$ cat config.mk
export PLATFORM = sky130hd
export DESIGN_NAME = uart_rx_cfg_flat
export DESIGN_NICKNAME = d
export VERILOG_FILES = /design/src/rtl/uart_pkg.sv /design/src/rtl/uart_rx_cfg_if.sv /design/src/rtl/uart_os_tick.sv /design/src/rtl/uart_rx_cfg.sv /design/src/flat_wrapper.sv
export SDC_FILE = /design/constraint.sdc
export NUM_CORES = 1
export LEC_CHECK = 0
export CAP_MARGIN = 20
export CORE_ASPECT_RATIO = 1.25
export CORE_MARGIN = 5
export CORE_UTILIZATION = 40
export CTS_CLUSTER_SIZE = 20
export DETAILED_ROUTE_END_ITERATION = 10
export GPL_ROUTABILITY_DRIVEN = 0
export PLACE_DENSITY = 0.68
export SLEW_MARGIN = 10
export SYNTH_ARGS = -nofsm -noshare
export SYNTH_HDL_FRONTEND = slang
export SYNTH_SLANG_ARGS = --single-unit
$ cat constraint.sdc
create_clock -name clk -period 3.4 [get_ports clk]
set_input_delay 0.51 -clock clk [delete_from_list [all_inputs] [get_ports clk]]
set_output_delay 0.51 -clock clk [all_outputs]
set_load 0.02 [all_outputs]
$ cat src/rtl/uart_pkg.sv
// Purpose: shared receive-state enum, parity encodings and tick-divisor helper for uart_rx_cfg.
// Latency: none, types and constants only.
// Backpressure: none.
package uart_pkg;

    typedef enum logic [2:0] {
        RX_IDLE,
        RX_START,
        RX_DATA,
        RX_PARITY,
        RX_STOP
    } rx_state_e;

    localparam int PAR_NONE = 0;
    localparam int PAR_ODD  = 1;
    localparam int PAR_EVEN = 2;

    // Clocks per oversample tick, rounded to nearest and never below 1.
    function automatic int calc_tick(input int clock_rate, input int baud_rate,
                                     input int oversample);
        int den;
        int q;
        den = baud_rate * oversample;
        q   = (clock_rate + den / 2) / den;
        return (q < 1) ? 1 : q;
    endfunction

endpackage

$ cat src/rtl/uart_rx_cfg_if.sv
// Purpose: serial line in and received-frame result out of uart_rx_cfg.
// Latency: none, wiring only.
// Backpressure: none; results are strobed and held until the next frame.
interface uart_rx_cfg_if #(
    parameter int DATA_BITS = 8
);
    logic                 i_Rx_Data;
    logic [DATA_BITS-1:0] o_Rx_Byte;
    logic                 o_Rx_Done;
    logic                 o_Rx_Frame_Err;
    logic                 o_Rx_Parity_Err;
    logic                 o_Rx_Busy;

    // Receiver side
    modport master (
        input  i_Rx_Data,
        output o_Rx_Byte, o_Rx_Done, o_Rx_Frame_Err, o_Rx_Parity_Err, o_Rx_Busy
    );

    // Line driver / byte consumer side
    modport slave (
        output i_Rx_Data,
        input  o_Rx_Byte, o_Rx_Done, o_Rx_Frame_Err, o_Rx_Parity_Err, o_Rx_Busy
    );
endinterface

$ cat src/rtl/uart_os_tick.sv
// Purpose: free-running divider emitting a 1-clk tick every TICK clocks, held at zero by restart.
// Latency: first tick TICK clocks after restart drops.
// Backpressure: none.
module uart_os_tick #(
    parameter int TICK = 14
) (
    input  logic clk,
    input  logic reset_n,
    input  logic restart,
    output logic tick
);
    localparam int             CW   = (TICK > 1) ? $clog2(TICK) : 1;
    localparam logic [CW-1:0]  LAST = CW'(TICK - 1);

    logic [CW-1:0] cnt;

    always_ff @(posedge clk or negedge reset_n) begin
        if (!reset_n)
            cnt <= '0;
        else if (restart || cnt == LAST)
            cnt <= '0;
        else
            cnt <= cnt + CW'(1);
    end

    assign tick = !restart && (cnt == LAST);
endmodule

$ cat src/rtl/uart_rx_cfg.sv
// Purpose: oversampling UART receiver with majority voting; parity checker compiled in with UART_RX_PARITY_EN.
// Latency: falling start edge to o_Rx_Done = 2 + TICK*(OS/2+2 + OS*(DATA_BITS+P+STOP_BITS)) clk.
// Backpressure: none; o_Rx_Done is a 1-clk strobe, byte and error flags hold until the next strobe.
module uart_rx_cfg #(
    parameter int CLOCK_RATE    = 25000000,
    parameter int BAUD_RATE     = 115200,
    parameter int RX_OVERSAMPLE = 16,
    parameter int DATA_BITS     = 8,
    parameter int STOP_BITS     = 1,
    parameter int PARITY        = 0
) (
    input  logic          clk,
    input  logic          reset_n,
    uart_rx_cfg_if.master rx
);
    import uart_pkg::*;

    localparam int            TICK   = calc_tick(CLOCK_RATE, BAUD_RATE, RX_OVERSAMPLE);
    localparam int            TW     = $clog2(RX_OVERSAMPLE);
    localparam logic [TW-1:0] T_S0   = TW'(RX_OVERSAMPLE / 2 - 1);
    localparam logic [TW-1:0] T_S1   = TW'(RX_OVERSAMPLE / 2);
    localparam logic [TW-1:0] T_DEC  = TW'(RX_OVERSAMPLE / 2 + 1);
    localparam logic [TW-1:0] T_LAST = TW'(RX_OVERSAMPLE - 1);
    localparam logic [3:0]    D_LAST = 4'(DATA_BITS - 1);
    localparam logic [3:0]    S_LAST = 4'(STOP_BITS - 1);
`ifdef UART_RX_PARITY_EN
    localparam bit PAR_ON  = (PARITY != PAR_NONE);
    localparam bit PAR_SEL = (PARITY == PAR_ODD);
`else
    // Frames never carry a parity bit in this build.
    localparam bit PAR_ON  = 1'b0 && (PARITY != PAR_NONE);
`endif

    rx_state_e            state, state_nxt;
    logic                 rx_meta, rx_sync, rx_prev, armed;
    logic                 tick, decide, start_det, frame_end, bit_val;
    logic [TW-1:0]        tick_cnt;
    logic [3:0]           bit_cnt;
    logic                 s0, s1;
    logic [DATA_BITS-1:0] shreg, byte_q;
    logic                 fe_pend, done_q, fe_q;
`ifdef UART_RX_PARITY_EN
    logic                 pe_pend, pe_q;
`endif

    always_ff @(posedge clk or negedge reset_n) begin
        if (!reset_n) begin
            rx_meta <= 1'b1;
            rx_sync <= 1'b1;
            rx_prev <= 1'b1;
        end else begin
            rx_meta <= rx.i_Rx_Data;
            rx_sync <= rx_meta;
            rx_prev <= rx_sync;
        end
    end

    // A bad stop bit (or break) disarms until the line has been seen high.
    always_ff @(posedge clk or negedge reset_n) begin
        if (!reset_n)
            armed <= 1'b1;
        else if (frame_end && (fe_pend || !bit_val))
            armed <= 1'b0;
        else if (rx_sync)
            armed <= 1'b1;
    end

    uart_os_tick #(.TICK(TICK)) u_tick (
        .clk     (clk),
        .reset_n (reset_n),
        .restart (state == RX_IDLE),
        .tick    (tick)
    );

    always_ff @(posedge clk or negedge reset_n) begin
        if (!reset_n) begin
            tick_cnt <= '0;
            s0       <= 1'b0;
            s1       <= 1'b0;
        end else if (state == RX_IDLE) begin
            tick_cnt <= '0;
        end else if (tick) begin
            tick_cnt <= (tick_cnt == T_LAST) ? '0 : tick_cnt + TW'(1);
            if (tick_cnt == T_S0) s0 <= rx_sync;
            if (tick_cnt == T_S1) s1 <= rx_sync;
        end
    end

    assign start_det = (state == RX_IDLE) && armed && rx_prev && !rx_sync;
    assign decide    = tick && (tick_cnt == T_DEC);
    assign bit_val   = (s0 & s1) | (s0 & rx_sync) | (s1 & rx_sync);

    always_ff @(posedge clk or negedge reset_n) begin
        if (!reset_n)
            state <= RX_IDLE;
        else
            state <= state_nxt;
    end

    always_comb begin
        state_nxt = state;
        frame_end = 1'b0;
        case (state)
            RX_IDLE:  if (start_det) state_nxt = RX_START;
            RX_START: if (decide) state_nxt = bit_val ? RX_IDLE : RX_DATA;
            RX_DATA:  if (decide && bit_cnt == D_LAST)
                          state_nxt = PAR_ON ? RX_PARITY : RX_STOP;
`ifdef UART_RX_PARITY_EN
            RX_PARITY: if (decide) state_nxt = RX_STOP;
`endif
            RX_STOP: begin
                if (decide && bit_cnt == S_LAST) begin
                    state_nxt = RX_IDLE;
                    frame_end = 1'b1;
                end
            end
            default: state_nxt = RX_IDLE;
        endcase
    end

    always_ff @(posedge clk or negedge reset_n) begin
        if (!reset_n) begin
            bit_cnt <= '0;
            shreg   <= '0;
            fe_pend <= 1'b0;
            byte_q  <= '0;
            done_q  <= 1'b0;
            fe_q    <= 1'b0;
`ifdef UART_RX_PARITY_EN
            pe_pend <= 1'b0;
            pe_q    <= 1'b0;
`endif
        end else begin
            done_q <= 1'b0;
            if (state == RX_IDLE) begin
                bit_cnt <= '0;
                fe_pend <= 1'b0;
`ifdef UART_RX_PARITY_EN
                pe_pend <= 1'b0;
`endif
            end else if (decide) begin
                case (state)
                    RX_DATA: begin
                        shreg   <= {bit_val, shreg[DATA_BITS-1:1]};
                        bit_cnt <= (bit_cnt == D_LAST) ? 4'd0 : bit_cnt + 4'd1;
                    end
`ifdef UART_RX_PARITY_EN
                    RX_PARITY: pe_pend <= (^shreg) ^ bit_val ^ PAR_SEL;
`endif
                    RX_STOP: begin
                        bit_cnt <= bit_cnt + 4'd1;
                        if (!bit_val) fe_pend <= 1'b1;
                        if (frame_end) begin
                            byte_q <= shreg;
                            fe_q   <= fe_pend | !bit_val;
                            done_q <= 1'b1;
`ifdef UART_RX_PARITY_EN
                            pe_q   <= pe_pend;
`endif
                        end
                    end
                    default: ;
                endcase
            end
        end
    end

    assign rx.o_Rx_Byte      = byte_q;
    assign rx.o_Rx_Done      = done_q;
    assign rx.o_Rx_Frame_Err = fe_q;
    assign rx.o_Rx_Busy      = (state != RX_IDLE);
`ifdef UART_RX_PARITY_EN
    assign rx.o_Rx_Parity_Err = pe_q;
`else
    assign rx.o_Rx_Parity_Err = PAR_ON;
`endif
endmodule
$ cat src/flat_wrapper.sv
// flat-port wrapper written by rule: the top's interface ports become plain ports
module uart_rx_cfg_flat import uart_pkg::*;
#(
    parameter int CLOCK_RATE    = 25000000,
    parameter int BAUD_RATE     = 115200,
    parameter int RX_OVERSAMPLE = 16,
    parameter int DATA_BITS     = 8,
    parameter int STOP_BITS     = 1,
    parameter int PARITY        = 0
)
  (clk, reset_n, rx_i_Rx_Data, rx_o_Rx_Byte, rx_o_Rx_Done, rx_o_Rx_Frame_Err, rx_o_Rx_Parity_Err, rx_o_Rx_Busy);
  uart_rx_cfg_if #(.DATA_BITS(DATA_BITS)) rx_i ();
  input  logic clk;
  input  logic reset_n;
  input wire logic [$bits(rx_i.i_Rx_Data)-1:0] rx_i_Rx_Data;
  output wire logic [$bits(rx_i.o_Rx_Byte)-1:0] rx_o_Rx_Byte;
  output wire logic [$bits(rx_i.o_Rx_Done)-1:0] rx_o_Rx_Done;
  output wire logic [$bits(rx_i.o_Rx_Frame_Err)-1:0] rx_o_Rx_Frame_Err;
  output wire logic [$bits(rx_i.o_Rx_Parity_Err)-1:0] rx_o_Rx_Parity_Err;
  output wire logic [$bits(rx_i.o_Rx_Busy)-1:0] rx_o_Rx_Busy;
  assign rx_i.i_Rx_Data = rx_i_Rx_Data;
  assign rx_o_Rx_Byte = rx_i.o_Rx_Byte;
  assign rx_o_Rx_Done = rx_i.o_Rx_Done;
  assign rx_o_Rx_Frame_Err = rx_i.o_Rx_Frame_Err;
  assign rx_o_Rx_Parity_Err = rx_i.o_Rx_Parity_Err;
  assign rx_o_Rx_Busy = rx_i.o_Rx_Busy;
  uart_rx_cfg #(.CLOCK_RATE(CLOCK_RATE), .BAUD_RATE(BAUD_RATE), .RX_OVERSAMPLE(RX_OVERSAMPLE), .DATA_BITS(DATA_BITS), .STOP_BITS(STOP_BITS), .PARITY(PARITY)) u_core (.clk(clk), .reset_n(reset_n), .rx(rx_i));
endmodule
==> results.md, run 1 <==
* Seq/Total Area, Yosys at 54.8%
* Crit Reg-Reg Startpoint: u_core.u_tick.cnt[1]$_DFF_PN0_
* Buffer count from post-CTS setup fixing at 0
* Most used DFF post-synth: sky130_fd_sc_hd__dfrtp_1
* Unrepaired setup endpoints after global routing: false
* Worst supply voltage drop on vdd at 0.238 mV
* Remaining global-route overflow at 0
* Number of library cell types mapped by synthesis at 39
* Largest family of logic cells by synthesized area: simple AND/OR/NAND/NOR gates
* Leakage power at 0.947 nW
* Number of top-level design ports at 15
* Count of port buffers added during placement at 13
* # setup viols final at 0
* Detailed-route wire length at 3210 µm
* Worst min path class: input pin to async pin
* Simple-gate portion of the synthesized area at 15.1%
* Final number of hold-violating endpoints at 0
* Hold buffer count at cts at 0
* First-pass GRT wire length at 5930 µm
* Avg Synthesized Cell Area at 11.9 µm²
* Synthesized-area fraction occupied by adder cells at 5.31%
* Flop2flop setup slack at 950 ps
* Cell count after placement at 222
* Worst Tran Pin Value at 862 ps
* Number of antenna diodes at 0
* Sinks on the clock net at 40
* Utilization after layout at 47.6%
* Synthesized netlist net count at 165
* Y dimension of the die at 85.8 µm
* Synth top cells by count: sky130_fd_sc_hd__dfrtp_1, sky130_fd_sc_hd__mux2_2, sky130_fd_sc_hd__nand2_1
* Number of enable flip-flop cells after synthesis at 0
* Max-slew violations at 0
* Initial core utilization at 41.5%
* Type of destination of the critical path: output port
* Longest Clk Path Bufs at 2
* Flip-flop and latch count after synthesis at 40
* Inserted Clock Buffers at 5
* Depth of the worst register-to-register path at 6
* Crit-path max FO at 11
* Number of DRC markers after the initial detailed-route iteration at 45
* Share of synthesized area spent on multiplexers at 12.7%
* TritonCTS clock tree: done
* Count of nets left with antenna violations after detail routing at 0
* Insertion delay of the later-clocked pin in the worst-skew pair at 290 ps
* Area of the core at 4430 µm²
* Relative slew margins at 42.5%
* Overall routing resource usage at 12.1%
* Fraction of registers with async set or reset after synthesis at 100%
* Number of antenna violations at the first check in global routing at 0
* Clock transition at path regs at 70 ps
* Die boundary width at 70.6 µm
* Post-synth top area share at 49.0%
* Most common cell in the synthesized netlist: sky130_fd_sc_hd__dfrtp_1
* Worst reg2reg endpoint: u_core.rx.o_Rx_Frame_Err$_DFFE_PN0P_
* Die ar. at 6060 µm²
* Area grow syn2layout at 14.6%
* Mapped cell area at 1840 µm²
* Average wire length per cell after detail routing at 13.9 µm
* Parity-gate share of the synthesized area counting xor and xnor cells at 0.954%
* Minimum clock period after layout at 2520 ps
* Mapped Cells at 155
* Final period utilization at 74.2%
* Layout Nets at 181
* Cell accounting for the most synthesized area: sky130_fd_sc_hd__dfrtp_1
* Number of rows created at floorplan at 27
* Yosys warning count at 0
* Detailed-route via count at 1206
* H-tree lvl count at 2
* Share of final-layout standard cells stronger than drive strength 1 at 20.9%
* Initial DRT Pass Iterations at 4
* Share of the synthesized area in compound gates (AO/OA/AOI/OAI) at 7.63%
* Top area cells in the synthesized netlist: sky130_fd_sc_hd__dfrtp_1, sky130_fd_sc_hd__mux2_2, sky130_fd_sc_hd__dfstp_2
* Number of max-cap violations at 0
* CP arrival at 2010 ps
* Worst setup SP type: flop
* Maximum achievable frequency at 0.397 GHz
* Endpoint required time on the critical path at 2890 ps
* HPWL reported at the end of detailed placement at 2290 µm
* Via-per-instance ratio at 5.24
* Number of DRC violations after detailed routing at 0
* Vias in the first global route at 1327
* Post-cts resize count at 0
* Sum Neg Setup Slack at 0 ps
* Outcome: finished clean
* Pin count of the biggest net entering global routing at 41
* Final setup skew at 6.34 ps
* Class of the most critical setup path: flop to output port
* Clock root buffer master: sky130_fd_sc_hd__clkbuf_8
* PD cells at 479 nW/µm²
* Non-filler instance count after layout at 230
how the worst max path moves through the flow:
stage                                    from                              endpoint  slack, ps  depth (start not counted)
6_report          u_core.state[0]$_DFFE_PN0P_                          rx_o_Rx_Busy        880                          3
4_1_cts           u_core.state[0]$_DFFE_PN0P_                          rx_o_Rx_Busy        870                          3
3_3_place_gp   u_core.u_tick.cnt[1]$_DFF_PN0_    u_core.rx.o_Rx_Byte[2]$_DFFE_PN0P_       1030                          6
2_1_floorplan  u_core.u_tick.cnt[1]$_DFF_PN0_    u_core.rx.o_Rx_Byte[1]$_DFFE_PN0P_       1470                          8
5_1_grt           u_core.state[0]$_DFFE_PN0P_                          rx_o_Rx_Busy        770                          3
3_5_place_dp   u_core.u_tick.cnt[1]$_DFF_PN0_  u_core.rx.o_Rx_Frame_Err$_DFFE_PN0P_        910                          6
layout make-up:
| class | instances | area (µm²) |
|---|---|---|
| fill | 415 | 2320 |
| sequential | 40 | 1010 |
| multi-input combinational | 103 | 771 |
| timing repair buffer | 13 | 125 |
| clock buffer | 8 | 100 |
| tap | 58 | 72.6 |
| inverter | 8 | 30.0 |
report_power, final:
part           switching [W]  total [W]  internal [W]
combinational      0.0000723   0.000123     0.0000502
sequential         0.0000439   0.000550      0.000506
clock               0.000151   0.000336      0.000185
sequential cells by signal, summed over array words and instances, names as in the netlist:
| signal | flops |
|---|---|
| u_core.s1 | 1 |
| u_core.bit_cnt | 4 |
| u_core.rx.o_Rx_Done | 1 |
| u_core.s0 | 1 |
| u_core.rx.o_Rx_Frame_Err | 1 |
| u_core.rx_sync | 1 |
| u_core.state | 3 |
| u_core.u_tick.cnt | 4 |
| u_core.armed | 1 |
| u_core.rx_prev | 1 |
| u_core.shreg | 8 |
| u_core.tick_cnt | 4 |
| u_core.rx.o_Rx_Byte | 8 |
| u_core.rx_meta | 1 |
| u_core.fe_pend | 1 |
stage by stage:
step	hold WS (ps)	setup slack (ps)	total power, W	area, µm²
finish	332	879	0.00101	2100
global placement	347	1030	0.000667	2000
detailed placement	353	912	0.000683	2000
CTS	362	874	0.00102	2100
global route	368	765	0.00107	2100
floorplan	214	1470	0.000638	1840
worst max-delay path: stages, from the launching register on:
cell and delay (ps):
sky130_fd_sc_hd__dfrtp_1 540, sky130_fd_sc_hd__nor3_4 430, sky130_fd_sc_hd__inv_2 180, sky130_fd_sc_hd__clkdlybuf4s50_1 570
routing by layer:
| layer | vias to the layer above | part of all wire, % | global-route usage, % | routed length (µm) |
|---|---|---|---|---|
| li1 | 578 | - | - | - |
| met1 | 603 | 44 | 14.9 | 1420 |
| met2 | 20 | 50 | 19.8 | 1590 |
| met3 | 5 | 4.7 | 4.57 | 150 |
| met4 | 0 | 1.4 | 3.59 | 44 |
| met5 | - | 0 | 0 | 0 |
cells by family (layout without fill, tap and decap cells):
logic type | count (synthesis) | in the layout
flops | 40 | 40
fa+ha+maj | 8 | 8
simple gates | 48 | 48
other cells | 1 | 1
xor+xnor | 2 | 2
compound gates | 23 | 23
mux | 21 | 21
buf+inv | 12 | 29
layout by cell type (no fill, tap or decap), drive strengths merged, types with 2 or more instances in the layout:
| cell type | instances |
|---|---|
| a211o | 2 |
| a21oi | 10 |
| and3 | 2 |
| clkbuf | 8 |
| clkdlybuf4s50 | 12 |
| dfrtp | 36 |
| dfstp | 4 |
| ha | 7 |
| inv | 8 |
| mux2 | 19 |
| mux2i | 2 |
| nand2 | 13 |
| nand2b | 3 |
| nand3 | 6 |
| nand4 | 2 |
| nor2 | 11 |
| nor3 | 5 |
| nor4 | 2 |
| o21ai | 4 |
| xnor2 | 2 |
(Power assumes the default switching activity.)
==> run 2: changes to the inputs <==
--- a/config.mk
+++ b/config.mk
@@ -12,7 +12,7 @@
 export CTS_CLUSTER_SIZE = 20
 export DETAILED_ROUTE_END_ITERATION = 10
 export GPL_ROUTABILITY_DRIVEN = 0
-export PLACE_DENSITY = 0.68
+export PLACE_DENSITY = 0.71
 export SLEW_MARGIN = 10
 export SYNTH_ARGS = -nofsm -noshare
 export SYNTH_HDL_FRONTEND = slang
==> constraint.sdc (replaced) <==
create_clock -name clk -period 2.3 [get_ports clk]
set_input_delay 0.345 -clock clk [delete_from_list [all_inputs] [get_ports clk]]
set_output_delay 0.345 -clock clk [all_outputs]
set_load 0.02 [all_outputs]
==> run 2 against run 1 <==
Net effect:
- sequential power up 46%
- critical path depth increased by 4
- final area increased by 0.83%
- utilization is 0.40 points higher
- critical endpoint is now u_core.rx.o_Rx_Byte[3]$_DFFE_PN0P_
- largest power group unchanged
==> results.md, run 2 (same netlist as run 1, synthesis figures left out) <==
* H-tree lvl count at 2
* Final period utilization at 89.9%
* Portion of total power attributed to combinational logic at 14.1%
* TritonCTS clock tree: done
* Slowest Stage Delay on Critical Path at 420 ps
* # setup viols final at 0
* Insertion delay of the later-clocked pin in the worst-skew pair at 290 ps
* Type of destination of the critical path: flop
* Cell count after placement at 225
* Maximum achievable frequency at 0.484 GHz
* Worst min path class: input pin to async pin
* PnR Total Power at 0.00146 W
* Slowest stage cell on the critical path: sky130_fd_sc_hd__dfrtp_1
* Flop2flop setup slack at 230 ps
* Clock root buffer master: sky130_fd_sc_hd__clkbuf_8
* Layout Nets at 185
* Outcome: finished clean
* Fraction of power consumed by sequential logic at 55.0%
* Detailed-route via count at 1223
* Number of antenna diodes at 0
* Number of rows created at floorplan at 27
* Most frequent cells in the layout: sky130_fd_sc_hd__dfrtp_1, sky130_fd_sc_hd__mux2_2, sky130_fd_sc_hd__nand2_1
* Number of top-level design ports at 15
* Number of antenna violations at the first check in global routing at 0
* Internal portion of total power at 0.00104 W
* Class of the most critical setup path: flop to flop
* Non-filler instance count after layout at 234
* Longest Clk Path Bufs at 2
* Leakage power at 0.964 nW
* Part of the total power dissipated in the clock network at 30.9%
* Final number of hold-violating endpoints at 0
* Via-per-instance ratio at 5.23
* Count of nets left with antenna violations after detail routing at 0
* Psw at 0.000418 W
* CP arrival at 2250 ps
* Overall routing resource usage at 12.7%
* Worst Tran Pin Value at 866 ps
* HPWL reported at the end of detailed placement at 2470 µm
* Die boundary width at 70.6 µm
* Unrepaired setup endpoints after global routing: false
* Endpoint required time on the critical path at 2480 ps
* Relative slew margins at 42.3%
* Detailed-route wire length at 3490 µm
* Number of DRC violations after detailed routing at 0
* Area of the core at 4430 µm²
* Sinks on the clock net at 40
* Depth of the worst register-to-register path at 7
* Die ar. at 6060 µm²
* Worst supply voltage drop on vdd at 0.358 mV
* Remaining global-route overflow at 0
* Most common library cell in the layout ignoring fill and taps: sky130_fd_sc_hd__dfrtp_1
* Vias in the first global route at 1305
* Area grow syn2layout at 15.5%
* Switching Share at 28.6%
* Worst setup SP type: flop
* Critical path, cell by cell: inv_1, ha_1, and3_1, nand3_4, nor4_4, buf_4, mux2_2
* Sum Neg Setup Slack at 0 ps
* PD cells at 689 nW/µm²
* Crit-path max FO at 11
* Y dimension of the die at 85.8 µm
* Number of DRC markers after the initial detailed-route iteration at 58
* Minimum clock period after layout at 2070 ps
* Final setup skew at 8.09 ps
* Worst reg2reg endpoint: u_core.rx.o_Rx_Byte[3]$_DFFE_PN0P_
* FILL cells at 411
* Max-slew violations at 0
* Initial core utilization at 41.5%
* First-pass GRT wire length at 6020 µm
* Crit Reg-Reg Startpoint: u_core.u_tick.cnt[1]$_DFF_PN0_
* Inserted Clock Buffers at 5
* Hold buffer count at cts at 0
* Pin count of the biggest net entering global routing at 41
* Share of final-layout standard cells stronger than drive strength 1 at 23.3%
* Count of port buffers added during placement at 13
* Utilization after layout at 48.0%
* Initial DRT Pass Iterations at 4
* Number of max-cap violations at 0
* Clock transition at path regs at 80 ps
* Average wire length per cell after detail routing at 14.9 µm
==> run 2: worst max-delay path by stage <==
stage / start / end / slack, ps / cells after the start
after floorplan: u_core.u_tick.cnt[1]$_DFF_PN0_ / u_core.rx.o_Rx_Byte[1]$_DFFE_PN0P_ / 370 / 8
after global routing: u_core.tick_cnt[1]$_DFFE_PN0P_ / u_core.rx.o_Rx_Byte[3]$_DFFE_PN0P_ / 130 / 7
after detailed placement: u_core.u_tick.cnt[1]$_DFF_PN0_ / u_core.rx.o_Rx_Byte[4]$_DFFE_PN0P_ / 230 / 7
final: u_core.u_tick.cnt[1]$_DFF_PN0_ / u_core.rx.o_Rx_Byte[3]$_DFFE_PN0P_ / 230 / 7
after CTS: u_core.state[2]$_DFFE_PN0P_ / rx_o_Rx_Busy / 20 / 3
after global placement: u_core.tick_cnt[1]$_DFFE_PN0P_ / u_core.rx.o_Rx_Byte[5]$_DFFE_PN0P_ / 330 / 7
==> run 2: area by class of cell <==
class / count / area [µm²] / area share (%)
clock inverter: 3 / 18.8 / 0.884
clock buffer: 5 / 68.8 / 3.24
inverter: 8 / 30.0 / 1.42
multi-input combinational: 103 / 771 / 36.3
timing repair buffer: 17 / 155 / 7.31
sequential: 40 / 1010 / 47.4
tap: 58 / 72.6 / 3.42
==> run 2: metal layers <==
| layer | up-vias | share of wire [%] | global-route usage [%] |
|---|---|---|---|
| li1 | 580 | - | - |
| met2 | 24 | 53 | 22.0 |
| met4 | 0 | 2.4 | 6.50 |
| met1 | 610 | 42 | 14.1 |
| met3 | 9 | 3.0 | 3.75 |
| met5 | - | 0 | 0 |
==> run 2: stage by stage <==
step	setup WS [ps]	hold slack (ps)	instance area (µm²)
after CTS	16.2	173	2110
final	232	159	2120
after detailed placement	229	348	2030
after floorplan	373	49.4	1840
after global placement	332	348	2030
after global routing	127	238	2120
==> run 2: worst max-delay path: cells and delay by family, from the launching register on <==
| kind | cells | cell delay [ps] |
|---|---|---|
| fa+ha+maj | 1 | 190 |
| buf+inv | 2 | 320 |
| flops | 1 | 420 |
| mux | 1 | 350 |
| simple gates | 3 | 670 |
==> run 2: power groups by stage <==
stage / clock network, W / logic [W] / registers [W]
after floorplan: 0 / 0.000142 / 0.000801
after global placement: 0 / 0.000185 / 0.000806
after detailed placement: 0 / 0.000200 / 0.000817
after CTS: 0.000475 / 0.000202 / 0.000803
after global routing: 0.000508 / 0.000235 / 0.000810
final: 0.000452 / 0.000205 / 0.000804
==> run 2: repair_timing <==
action | CTS | global route
endpoints found under the hold margin | 0 | 0
buffers inserted | 0 | 1
resized for setup | 0 | 0
setup endpoints to repair | 0 | 1
==> run 3: changes to the inputs <==
--- a/config.mk
+++ b/config.mk
@@ -7,7 +7,7 @@
 export LEC_CHECK = 0
 export CAP_MARGIN = 20
 export CORE_ASPECT_RATIO = 1.25
-export CORE_MARGIN = 5
+export CORE_MARGIN = 10
 export CORE_UTILIZATION = 40
 export CTS_CLUSTER_SIZE = 20
 export DETAILED_ROUTE_END_ITERATION = 10
==> run 3 against run 2 <==
Net effect:
- combinational power up 2%
- worst hold slack worse by 3.1 ps
- global-route usage is 2.5 points lower
- wire length up 1.1%
- critical path depth unchanged
- final area rose by 0.24%
- utilization is 0.11 points higher
- first-iteration DRC count decreased by 3.4%
- die area is 27% higher
- via count grew 1.3%
==> results.md, run 3 (same netlist as run 1, synthesis figures left out) <==
* Number of DRC markers after the initial detailed-route iteration at 56
* First-pass GRT wire length at 6180 µm
* Initial DRT Pass Iterations at 4
* Worst Tran Pin Value at 853 ps
* Layout Nets at 186
* Final setup skew at 9.76 ps
* Clock transition at path regs at 80 ps
* Critical path, cell by cell: inv_1, ha_1, and3b_1, nand3_4, nor4_4, buf_4, mux2_2
* Outcome: finished clean
* Number of top-level design ports at 15
* HPWL reported at the end of detailed placement at 2520 µm
* Flop2flop setup slack at 240 ps
* Insertion delay of the later-clocked pin in the worst-skew pair at 300 ps
* Via-per-instance ratio at 5.27
* Number of max-cap violations at 0
* Post-cts resize count at 0
* Relative slew margins at 43.2%
* Clock root buffer master: sky130_fd_sc_hd__clkbuf_8
* Slowest stage cell on the critical path: sky130_fd_sc_hd__dfrtp_1
* Count of nets left with antenna violations after detail routing at 0
* Utilization after layout at 48.1%
* Most common library cell in the layout ignoring fill and taps: sky130_fd_sc_hd__dfrtp_1
* Post-route worst setup slack at 238 ps
* Type of destination of the critical path: flop
* Crit-path max FO at 11
* H-tree lvl count at 2
* Detailed-route wire length at 3530 µm
* Number of DRC violations after detailed routing at 0
* Average wire length per cell after detail routing at 15.0 µm
* Unrepaired setup endpoints after global routing: false
* Sum Neg Setup Slack at 0 ps
* Area grow syn2layout at 15.8%
* Sinks on the clock net at 40
* FILL cells at 403
* Inserted Clock Buffers at 5
* Endpoint required time on the critical path at 2480 ps
* Detailed-route via count at 1239
* Placement Setup Slack at 249 ps
* Instance area after placement at 2030 µm²
* Max-slew violations at 0
* Buffer count from post-CTS setup fixing at 0
* PD cells at 686 nW/µm²
* Initial core utilization at 41.5%
* Number of rows created at floorplan at 27
* Area of the core at 4430 µm²
* Y dimension of the die at 95.8 µm
* Die boundary width at 80.6 µm
* Count of port buffers added during placement at 13
* Class of the most critical setup path: flop to flop
* Worst min path class: input pin to async pin
* Final number of hold-violating endpoints at 0
* Number of antenna diodes at 0
* Hold buffer count at cts at 0
* Remaining global-route overflow at 0
* Longest Clk Path Bufs at 2
* Leakage power at 0.963 nW
* Number of antenna violations at the first check in global routing at 0
* Post-layout instance area at 2130 µm²
* # setup viols final at 0
* Minimum clock period after layout at 2060 ps
* Final period utilization at 89.7%
* Slowest Stage Delay on Critical Path at 430 ps
* Pin count of the biggest net entering global routing at 41
* Share of final-layout standard cells stronger than drive strength 1 at 23.2%
* Final worst hold slack at 156 ps
* Worst supply voltage drop on vdd at 0.466 mV
* TritonCTS clock tree: done
* Vias in the first global route at 1343
* CP arrival at 2240 ps
* Overall routing resource usage at 10.2%
* Maximum achievable frequency at 0.485 GHz
* Worst setup SP type: flop
* Most frequent cells in the layout: sky130_fd_sc_hd__dfrtp_1, sky130_fd_sc_hd__mux2_2, sky130_fd_sc_hd__nand2_1
* Die ar. at 7720 µm²
==> run 3: worst paths after layout <==
path / start / endpoint / depth (start not counted)
min in group clk: u_core.rx_meta$_DFF_PN1_ / u_core.rx_sync$_DFF_PN1_ / 0
setup reg to reg: u_core.tick_cnt[1]$_DFFE_PN0P_ / u_core.rx.o_Rx_Frame_Err$_DFFE_PN0P_ / 7
hold / removal: reset_n / u_core.bit_cnt[3]$_DFFE_PN0P_ / 1
max in group asynchronous: reset_n / u_core.bit_cnt[2]$_DFFE_PN0P_ / 1
setup / recovery: u_core.tick_cnt[1]$_DFFE_PN0P_ / u_core.rx.o_Rx_Frame_Err$_DFFE_PN0P_ / 7
hold reg to reg: u_core.rx_meta$_DFF_PN1_ / u_core.rx_sync$_DFF_PN1_ / 0
==> run 3: worst max-delay path, delay by kind of cell, from the launching register on <==
family	cells	cell delay, ps
AND/OR/NAND/NOR	3	690
flip-flops	1	430
buffers and inverters	2	340
multiplexers	1	350
adder cells (fa/ha/maj)	1	140
==> run 3: cell type report <==
type / count / area [µm²] / share of cell area (%)
well taps: 58 / 72.6 / 3.41
flip-flops and latches: 40 / 1010 / 47.3
inverters: 8 / 30.0 / 1.41
multi-input cells: 103 / 771 / 36.2
clock buffers: 6 / 72.6 / 3.41
clock inverters: 2 / 12.5 / 0.588
repair buffers: 18 / 163 / 7.65
==> run 3: through the flow <==
stage          cells  total power [W]
5_1_grt          235          0.00154
6_report         235          0.00146
3_5_place_dp     226          0.00102
4_1_cts          234          0.00147
2_1_floorplan    155         0.000943
3_3_place_gp     226         0.000991
==> run 3: per-layer routing <==
metal  track usage [%]  up-vias  part of all wire [%]
met5                 0        -                     0
met4              5.15        0                   1.9
met3              4.38        7                   6.9
met2              17.1       31                    52
met1              10.7      619                    39
li1                  -      582                     -
==> run 3: report_power, final <==
group	total, W	switching [W]	leakage, nW	internal (W)
Sequential	0.000801	0.0000527	0.535	0.000748
Clock	0.000448	0.000236	0.0412	0.000212
Combinational	0.000210	0.000124	0.386	0.0000861
Total	0.00146	0.000412	0.963	0.00105
==> RTL edit 1: new RTL, settings of run 3 <==
The option `UART_RX_PARITY_EN` is turned on by a define.
--- a/src/rtl/uart_rx_cfg.sv
+++ b/src/rtl/uart_rx_cfg.sv
@@ -1,6 +1,8 @@
 // Purpose: oversampling UART receiver with majority voting; parity checker compiled in with UART_RX_PARITY_EN.
 // Latency: falling start edge to o_Rx_Done = 2 + TICK*(OS/2+2 + OS*(DATA_BITS+P+STOP_BITS)) clk.
 // Backpressure: none; o_Rx_Done is a 1-clk strobe, byte and error flags hold until the next strobe.
+`define UART_RX_PARITY_EN
+
 module uart_rx_cfg #(
     parameter int CLOCK_RATE    = 25000000,
     parameter int BAUD_RATE     = 115200,
Behaviour: no difference found for any inputs over 10 cycles, from zero or initial values and one cycle with reset_n low; that may be too few to reach the edited logic, so the function may still have changed.
==> RTL edit 1 against run 3 <==
Cell area rose by 11%; total power rose by 11%; via count rose by 9.5%; final cell count rose by 13%; setup slack got worse by 0.14 ns; sequential cell count rose by 2; synthesized area rose by 12%; wire length rose by 4.8%; clock skew fell by 0.0018 ns.
==> RTL edit 1: results (changes against run 3) <==
[pwr]
irDropWorstVdd_mv=0.527  ; +13%
power_switching_mw=0.430  ; +4.3%
leakage_nw=1.07  ; +11%

[global_route]
grtUsageMet3=0.0292  ; -0.0147
grt_usage=0.0915  ; -0.0107
grt_pass1_wl_um=6410  ; +3.8%
grt_pass1_vias=1431  ; +6.6%
grt_start_max_net_pins=27  ; -34%
use_met1=0.0929  ; -0.0145
gr-usage-met2=0.160  ; -0.0109

[timing]
skew_ns=0.00792  ; -0.00184 ns
worst_slew_pin_slew_ns=0.480  ; -0.373 ns

[setup_path]
crit_fanout=13  ; +2
crit_slowest_cell=clkdlybuf4s50_1
slowest_delay_ns=0.56  ; +0.13 ns
ff2ff_setup_slack_ns=0.33  ; +0.09 ns
worstReg2RegEnd=u_core.shreg[2]
r2r_cells=6  ; -1
critPathTopFamily=buffers and inverters

[synth]
yosysUniqueCellTypes=41  ; +5.1%
yosys-top-cells-area=dfrtp_1 (46%), mux2_2 (9.9%), dfstp_2 (5.1%)
yosysSeqAreaShare=0.515  ; -0.0324
syn-num-nets=195  ; +18%
synthTopCellsByCount=dfrtp_1 (38), mux2_2 (18), a21oi_1 (13), nand2_1 (13)
avgSynthCellArea_um2=11.1  ; -6.5%

[placement]
preCtsSetupSlack_ns=0.335  ; +0.0863 ns
dp_hpwl_um=2630  ; +4.6%
dp.cells=257  ; +14%
port_buffers=14  ; +1

[routing]
routedWlPerCell_um=13.9  ; -7.4%
wl_met2_um=1840  ; +0.77%
via_per_inst=5.10  ; -3.2%
wl_met3_um=112  ; -54%
initialDrtViolationCount=58  ; +3.6%
wl_met1_um=1660  ; +19%

[finish]
fin_nets=213  ; +15%
finalNonFillerCells=266  ; +13%
drive_above_1_share=0.186  ; -0.0454

[clock_tree]
cts-hold-fix-buffers=1  ; +1

[hold_path]
hp-class=flip-flop to flip-flop

[status]
status=finished clean

[RTL edit 1: area by class of cell]
cell class                 instances  area, um^2
timing repair buffer              19         175
multi-input combinational        123         901
fill                             469        2640
sequential                        42        1060
clock buffer                       6        72.6
inverter                          12        45.0
tap                               62        77.6
clock inverter                     2        37.5
[RTL edit 1: power by group through the flow]
stage                     sequential (mW)  clock, mW  combinational (mW)
after global placement              0.861          0               0.194
after CTS                           0.848      0.594               0.202
after detailed placement            0.861          0               0.202
final                               0.848      0.578               0.198
after global routing                0.855      0.623               0.234
after floorplan                     0.843          0               0.155
[RTL edit 1: cells by family (layout without fill, tap and decap cells)]
family,Yosys count,in the layout,share of synthesized area
buffers and inverters,20,39,0.0452
adder cells (fa/ha/maj),8,8,0.0476
AND/OR/NAND/NOR,57,57,0.154
AO/OA/AOI/OAI,30,30,0.0891
flip-flops,42,42,0.515
XOR/XNOR,10,10,0.0495
multiplexers,18,18,0.0989
[RTL edit 1: worst max path at each step]
stage | end | slack (ns) | depth (start not counted) | startpoint
6_report | rx_o_Rx_Busy | 0.1 | 3 | u_core.state[1]
5_1_grt | rx_o_Rx_Busy | 0.03 | 3 | u_core.state[1]
4_1_cts | rx_o_Rx_Busy | 0.08 | 3 | u_core.state[1]
3_5_place_dp | u_core.shreg[2] | 0.34 | 6 | u_core.tick_cnt[1]
3_3_place_gp | u_core.rx.o_Rx_Byte[3] | 0.36 | 5 | u_core.bit_cnt[0]
2_1_floorplan | u_core.shreg[0] | 0.62 | 7 | u_core.tick_cnt[1]
[RTL edit 1: metrics by stage]
step	area (um^2)	hold WS, ns
finish	2360	0.359
detailed placement	2240	0.286
floorplan	2050	0.0494
global route	2360	0.365
global placement	2240	0.280
CTS	2360	0.360
==> RTL edit 2: new RTL, flow settings as in run 3 <==
Without the edit above. Encoding of `rx_state_e`: now one-hot (5 bits for 5 states).
--- a/src/rtl/uart_pkg.sv
+++ b/src/rtl/uart_pkg.sv
@@ -3,12 +3,12 @@
 // Backpressure: none.
 package uart_pkg;
 
-    typedef enum logic [2:0] {
-        RX_IDLE,
-        RX_START,
-        RX_DATA,
-        RX_PARITY,
-        RX_STOP
+    typedef enum logic [4:0] {
+        RX_IDLE   = 5'b00001,
+        RX_START  = 5'b00010,
+        RX_DATA   = 5'b00100,
+        RX_PARITY = 5'b01000,
+        RX_STOP   = 5'b10000
     } rx_state_e;
 
     localparam int PAR_NONE = 0;
Formal check against the unedited RTL: same outputs for any inputs over 10 cycles, from zero or initial values and one cycle with reset_n low; not proved beyond that.
==> RTL edit 2 against run 3 <==
Synthesized area increased by 9.3%; setup slack better by 0.035 ns; sequential cell count up 1; hold slack got worse by 0.0020 ns; critical endpoint is now u_core.state[2]; cell area increased by 8.5%; wire length fell by 3.5%; clock skew up 0.0028 ns; critical path depth shrank 1; die area increased by 7.1%; sequential share of layout area down 2.6 points.
Power is not compared: it rests on default switching activity, and its combinational part moved more than twofold at a synthesized area within 25%.
==> RTL edit 2: results (changes against run 3) <==
[status]
status=finished clean

[setup_path]
arrival_ns=2.20  ; -0.04 ns
ff2ff_setup_slack_ns=0.27  ; +0.03 ns
critPathTopFamily=compound AO/OA/AOI/OAI gates
slowest_delay_ns=0.50  ; +0.07 ns
r2r_cells=6  ; -1
worstReg2RegEnd=u_core.state[2]
crit_slowest_cell=a311oi_1
crit_fanout=5  ; -6

[clock_tree]
cts_setup_buffers=0  ; unchanged
cts_max_level=2  ; unchanged
path_clk_slew_ns=0.09
cts_resized=0  ; unchanged
cts_buffers=5  ; unchanged
clock-root-buffer=clkbuf_8

[synth]
synthTopCellsByCount=dfrtp_1 (36), nor2_1 (16), mux2_2 (12)
yosysUniqueCellTypes=45  ; +15%
syn-num-nets=173  ; +4.8%
yosysSeqAreaShare=0.514  ; -0.0333
yosys-top-cells-area=dfrtp_1 (45%), mux2_2 (6.7%), dfstp_2 (6.5%)
synthCells=163  ; +5.2%
async_reset_ff_frac=1.00  ; unchanged

[routing]
drt-total-wl_um=3410  ; -3.5%
routedWlPerCell_um=14.0  ; -6.7%
wl_met1_um=1450  ; +3.9%
wl_met2_um=1800  ; -1.4%
via_per_inst=5.00  ; -5.1%
wl_met3_um=121  ; -51%
first_pass_iters=4  ; unchanged
highest_layer=met4
initialDrtViolationCount=68  ; +21%

[timing]
skew_ns=0.0125  ; +0.00278 ns
whs_ns=0.154  ; -0.00195 ns
slew_headroom=0.417  ; -0.0146

[finish]
drive_above_1_share=0.273  ; +0.0416
post-route-util=0.481  ; about the same
fin_nets=192  ; +3.2%
antennaDiodeCount=0  ; unchanged

[floorplanning]
initial_utilization=0.418  ; +0.00310

[pwr]
p_int_mw=1.32
irDropWorstVdd_mv=0.716
leakage_nw=1.04

[global_route]
grtUsageMet3=0.0286  ; -0.0153
gr-usage-met2=0.147  ; -0.0239
grt_pass1_vias=1225  ; -8.8%
antenna_found_initial=0  ; unchanged
grt_usage=0.0831  ; -0.0191
use_met1=0.0906  ; -0.0168
grt_start_max_net_pins=42  ; +2.4%
grt_pass1_wl_um=5750  ; -6.9%

[placement]
preCtsSetupSlack_ns=0.294  ; +0.0448 ns
port_buffers=13  ; unchanged
dpl-instance-area_mm2=0.00219  ; +7.8%
dp_hpwl_um=2530  ; +0.43%
dp.cells=235  ; +4.0%

[hold_path]
hp-class=input port to async pin

## RTL edit 2: cell count changes after synthesis, sizes merged, moves of 2 or more
cell    before  now
xor2         0    3
buf          4    6
nor2        11   17
nor3         5    1
mux2i        2    0
a21oi       10    5
nor4b        0    4
nand3b       0    2
nor4         2    0
nand2       13    8
mux2        19   21
a211o        2    0
## RTL edit 2: area by class of cell
type,instances,area (um^2)
Fill cell,424,2490
Sequential cell,41,1030
Clock buffer,5,68.8
Timing Repair Buffer,19,173
Inverter,8,32.5
Clock inverter,3,43.8
Tap cell,60,75.1
Multi-Input combinational cell,107,883
## RTL edit 2: worst max path at each step
stage / startpoint / end / slack [ns] / cells after the start
after floorplan: u_core.state[0] / u_core.rx.o_Rx_Byte[1] / 0.38 / 7
after global placement: u_core.tick_cnt[1] / u_core.state[2] / 0.30 / 6
after detailed placement: u_core.tick_cnt[1] / u_core.state[2] / 0.29 / 6
after CTS: u_core.state[0] / rx_o_Rx_Busy / 0.03 / 3
after global routing: u_core.tick_cnt[1] / u_core.state[2] / 0.10 / 6
final: u_core.tick_cnt[1] / u_core.state[2] / 0.27 / 6
## RTL edit 2: kinds of logic (layout without fill, tap and decap cells)
family | count (synthesis) | in the layout | synth area share
buf+inv | 15 | 35 | 0.0455
xor+xnor | 6 | 6 | 0.0262
other cells | 1 | 1 | 0.00187
simple gates | 51 | 51 | 0.161
compound gates | 20 | 20 | 0.0698
flops | 41 | 41 | 0.514
fa+ha+maj | 8 | 8 | 0.0486
mux | 21 | 21 | 0.133
## RTL edit 2: power by group through the flow
stage	Clock, mW	Combinational, mW	Sequential, mW
2_1_floorplan	0	0.421	0.827
3_5_place_dp	0	0.469	0.891
5_1_grt	0.623	0.514	0.889
6_report	0.581	0.461	0.878
4_1_cts	0.592	0.472	0.878
3_3_place_gp	0	0.470	0.890
